File: config.mk
export PLATFORM = sky130hd
export DESIGN_NAME = cmd_serializer
export DESIGN_NICKNAME = d
export VERILOG_FILES = /design/src/rtl/cmd_serializer.sv
export SDC_FILE = /design/constraint.sdc
export NUM_CORES = 1
export LEC_CHECK = 0
export BUFFER_PORTS_ARGS = -buffer_cell sky130_fd_sc_hd__buf_2
export CORE_MARGIN = 1
export CORE_UTILIZATION = 55
export DETAILED_ROUTE_END_ITERATION = 10
export PLACE_DENSITY = 0.85
export SKIP_LAST_GASP = 1
export SLEW_MARGIN = 5
export SYNTH_ARGS = -nofsm -noshare
export SYNTH_HDL_FRONTEND = slang
export SYNTH_SLANG_ARGS = --single-unit
File: constraint.sdc
create_clock -name clk160 -period 2.4 [get_ports clk160]
set_input_delay 0.48 -clock clk160 [delete_from_list [all_inputs] [get_ports clk160]]
set_output_delay 0.48 -clock clk160 [all_outputs]
set_load 0.01 [all_outputs]
File: src/rtl/cmd_serializer.sv
// cmd_serializer: pops 16-bit FIFO command words and shifts them out MSB-first, one frame per 16 cycles, idle-filling gaps.
// Define CMD_SYNC_EN to send SYNC_WORD in frame 0 and every SYNC_INTERVAL-th frame after it.
module cmd_serializer #(
    parameter logic [15:0] IDLE_WORD     = 16'h6969,
    parameter logic [15:0] SYNC_WORD     = 16'h817E,
    parameter int          SYNC_INTERVAL = 32
) (
    input  logic        clk160,
    input  logic        rst,
    input  logic        cmd_empty,
    input  logic        cmd_valid,
    input  logic [15:0] cmd_data,
    output logic        rd_cmd,
    output logic        ser_out,
    output logic        frame_start,
    output logic [31:0] cmd_frames,
    output logic        ovf_err
);
    logic [3:0]  cnt;
    logic [15:0] shreg;
    logic [15:0] hold;
    logic [15:0] next_frame;
    logic        hold_vld;
    logic        sync_due;
    logic        frame_end;
    logic        consume;

`ifdef CMD_SYNC_EN
    logic [15:0] sync_cnt;
    // sync_cnt holds the index (mod SYNC_INTERVAL) of the frame loaded next
    assign sync_due = sync_cnt == 16'd0;
    always_ff @(posedge clk160) begin
        if (rst)
            sync_cnt <= '0;
        else if (frame_end)
            sync_cnt <= (sync_cnt == 16'(SYNC_INTERVAL - 1)) ? '0 : sync_cnt + 16'd1;
    end
`else
    logic unused_interval;
    assign sync_due = 1'b0;
    assign unused_interval = ^SYNC_INTERVAL;
`endif

    always_comb begin
        frame_end = cnt == 4'd15;
        consume = frame_end && hold_vld && !sync_due;
        next_frame = sync_due ? SYNC_WORD : hold_vld ? hold : IDLE_WORD;
    end

    assign ser_out = shreg[15];

    always_ff @(posedge clk160) begin
        if (rst) begin
            cnt <= 4'd15;
            shreg <= '0;
            rd_cmd <= 1'b0;
            frame_start <= 1'b0;
            hold <= '0;
            hold_vld <= 1'b0;
            cmd_frames <= '0;
            ovf_err <= 1'b0;
        end else begin
            cnt <= cnt + 4'd1;
            shreg <= frame_end ? next_frame : {shreg[14:0], 1'b0};
            frame_start <= frame_end;
            rd_cmd <= (cnt == 4'd12) && !cmd_empty && !hold_vld && !sync_due;
            if (cmd_valid) begin
                hold <= cmd_data;
                hold_vld <= 1'b1;
            end else if (consume) begin
                hold_vld <= 1'b0;
            end
            if (cmd_valid && hold_vld && !consume)
                ovf_err <= 1'b1;
            if (consume)
                cmd_frames <= cmd_frames + 32'd1;
        end
    end
endmodule

==> flow_summary.yaml <==
run_status:
  status: "finished, final reports clean"
sta:
  tightest_slew_ns: 0.559
  post-route-min-period_ns: 2.19
  max_freq_mhz: 457
  maxSlewHeadroom_pct: 62.8
  whs_ns: 0.358
  skew_ns: 0.00949
  maxSlewViolCount: 0
  tns_ns: 0
  fin_crit_sh_pct: 91.2
  setup_violations: 0
  rsz0062_at_grt: "no"
  hold_viol: 0
power:
  power_switching_share_pct: 24.2
  switchingPower_uw: 653
  leakage_uw: 0.00145
  internal-power_uw: 2050
  power_frac_comb_pct: 9.1
  power_density_nw_per_um2: 754
  power.share.clock_pct: 42.9
  p_seq_share_pct: 48.0
  ir_worst_vdd_v: 0.000479
worst_setup_path:
  critPathSlowestCell: "or4_4"
  path_cells: "ha_1 > nand4_4 > or4_4 > or4_1 > a21oi_1"
  reg2reg_depth: 5
  r2r_end: "cmd_frames[19]$_SDFFE_PP0P_"
  required_ns: 2.68
  worstReg2RegStart: "cnt[0]$_SDFF_PP1_"
  endpoint_kind: "register"
  setup.worst_path.start: "cnt[0]$_SDFF_PP1_"
  crit_type: "reg -> reg"
  rrSetupSlack_ns: 0.21
  cp_data_arrival_time_ns: 2.47
  crit_path_start_kind: "register"
  crit_fanout: 9
  slowest_delay_ns: 0.63
  endpoint: "cmd_frames[19]$_SDFFE_PP0P_"
yosys:
  synth-edff-count: 0
  yosysUniqueCellTypes: 32
  yosysMostFrequentCell: "dfxtp_1"
  synth-async-reset-ratio_pct: 0
  yosysTopAreaCell: "dfxtp_1"
  ys_ff_latch: 72
  synth_flop_cell: "dfxtp_1"
  syn_nets: 356
  avgSynthCellArea_um2: 8.95
  synth_top_area_share_pct: 48.4
  syn_inst: 333
  ys_seq_area_share_pct: 48.4
  synth.area.top_cells: "dfxtp_1 (48%), mux2i_1 (5.4%), nor2_1 (5.0%)"
  yosys_warnings: 0
  syn_area_um2: 2980
  yosys-top-cells-count: "dfxtp_1 (72), nor2_1 (40), a21oi_1 (28)"
layout:
  antennaDiodeCount: 0
  fillCellCount: 411
  syn_to_final_growth_pct: 20.2
  final_cells: 464
  drive_gt1_share_pct: 24.1
  nets: 412
place:
  numPlacedInstances: 448
  dp_hpwl_um: 4280
  port_buffers: 55
  gp_congestion: 0.799
floorplanning:
  dieArea_um2: 5720
  start_util_pct: 57.6
  core_um2: 5170
  core.rowCount: 26
  die_y_um: 75.6
  die_w_um: 75.6
  ios: 56
clocking:
  cts_tree: "built"
  cts_max_level: 3
  cts_inserted_buffers: 9
  cts.sinks: 72
  clockRootBuffer: "clkbuf_8"
  post_cts_buffers: 0
  clkTransAtPathRegs_ns: 0.08
  insertion_delay_ns: 0.35
  clockBufferDepth: 2
global_routing:
  grt_overflow: 0
  grt_pass1_vias: 2275
  antenna_found_initial: 0
  grt_max_degree: 33
  grt_pass1_wl_um: 10000
  grt_use_total_pct: 23.5
route:
  viasPerCell: 5.66
  ant_nets: 0
  route.detailed.drc: 0
  wl_per_cell_um: 13.4
  detail_route.iter0.violations: 160
  wl_um: 6240
  dr_total_vias: 2625
  first_pass_iters: 4
run:
  max-cap-violations: 0
worst_hold_path:
  hp-class: "in -> reg"
[routing by layer]
layer	vias up	part of all wire [%]	GRT usage, %
met5	-	0	0
met4	0	1.5	12.1
met3	9	7.3	6.35
met2	73	46	37.3
met1	1239	45	29.5
li1	1304	-	-
[per-stage QoR]
stage | instance area [um^2] | power (uW) | util, % | setup WS, ns
floorplan | 2980 | 1490 | - | 0.283
global placement | 3330 | 1560 | 64.5 | 0.173
detailed placement | 3330 | 1570 | 64.5 | 0.112
CTS | 3580 | 2720 | 69.2 | 0.0954
global route | 3580 | 2800 | 69.2 | 0.107
finish | 3580 | 2700 | 69.2 | 0.212
[worst min path at each step]
stage / startpoint / endpoint / slack [ns] / cells past startpoint
floorplan: cnt[0]$_SDFF_PP1_ / cnt[0]$_SDFF_PP1_ / 0.40 / 1
CTS: cmd_data[2] / hold[2]$_SDFFE_PP0P_ / 0.35 / 3
finish: cmd_data[3] / hold[3]$_SDFFE_PP0P_ / 0.36 / 3
global placement: cnt[0]$_SDFF_PP1_ / cnt[0]$_SDFF_PP1_ / 0.41 / 1
global route: cmd_data[6] / hold[6]$_SDFFE_PP0P_ / 0.37 / 3
detailed placement: shreg[6]$_SDFF_PP0_ / shreg[7]$_SDFF_PP0_ / 0.43 / 2
[layout make-up]
type	count	area [um^2]	share of cell area [%]
multi-input cells	234	1440	40.2
clock inverters	7	119	3.32
clock buffers	9	124	3.46
repair buffers	63	335	9.36
inverters	9	33.8	0.943
flip-flops and latches	72	1440	40.3
well taps	70	87.6	2.45
[state kept, by name, indices dropped and copies added (netlist names)]
signal	flops
cmd_frames	32
hold	16
shreg	16
cnt	4
frame_start	1
hold_vld	1
ovf_err	1
rd_cmd	1
[what timing repair did]
action / 4_1_cts / 5_1_grt
resized for setup: 0 / 1
endpoints found under the setup margin: 0 / 2
hold buffers: 0 / 0
[layout by cell type (no fill, tap or decap), drive strengths merged]
cell type   n
a21oi      28
xor2        6
buf        63
nor3b       7
nand4      19
mux2        4
or2         3
clkbuf      9
ha          3
o31ai       5
nor4        1
inv        10
or3         7
clkinv      1
and4        2
clkinvlp    2
dfxtp      72
nand2b      3
nor2       40
mux2i      16
nor3       14
nand2      16
nand3      19
nor2b       5
a31o        6
bufinv      3
or4         9
xnor2       5
a31oi       1
nor4b       1
and3        6
o21ai       7
nand3b      1
[critical path, delay by kind of cell (launching register included)]
| kind | cells | cell delay, ns |
|---|---|---|
| adder cells (fa/ha/maj) | 1 | 0.28 |
| AND/OR/NAND/NOR | 3 | 1.32 |
| flip-flops | 1 | 0.38 |
| AO/OA/AOI/OAI | 1 | 0.14 |
[power by group through the flow]
stage	registers (uW)	clock network, uW	logic (uW)
final	1300	1160	245
after global routing	1300	1220	279
after CTS	1300	1180	247
after detailed placement	1320	0	244
after global placement	1320	0	235
after floorplan	1320	0	169
[cells by family (layout without fill, tap and decap cells)]
family,count (synthesis),in the layout,share of synthesized area (%)
fa+ha+maj,3,3,1.26
flops,72,72,48.4
simple gates,153,153,27.7
xor+xnor,11,11,3.23
mux,20,20,6.88
compound gates,47,47,9.11
buf+inv,27,88,3.44
No activity file was read; power rests on OpenSTA's default activity.
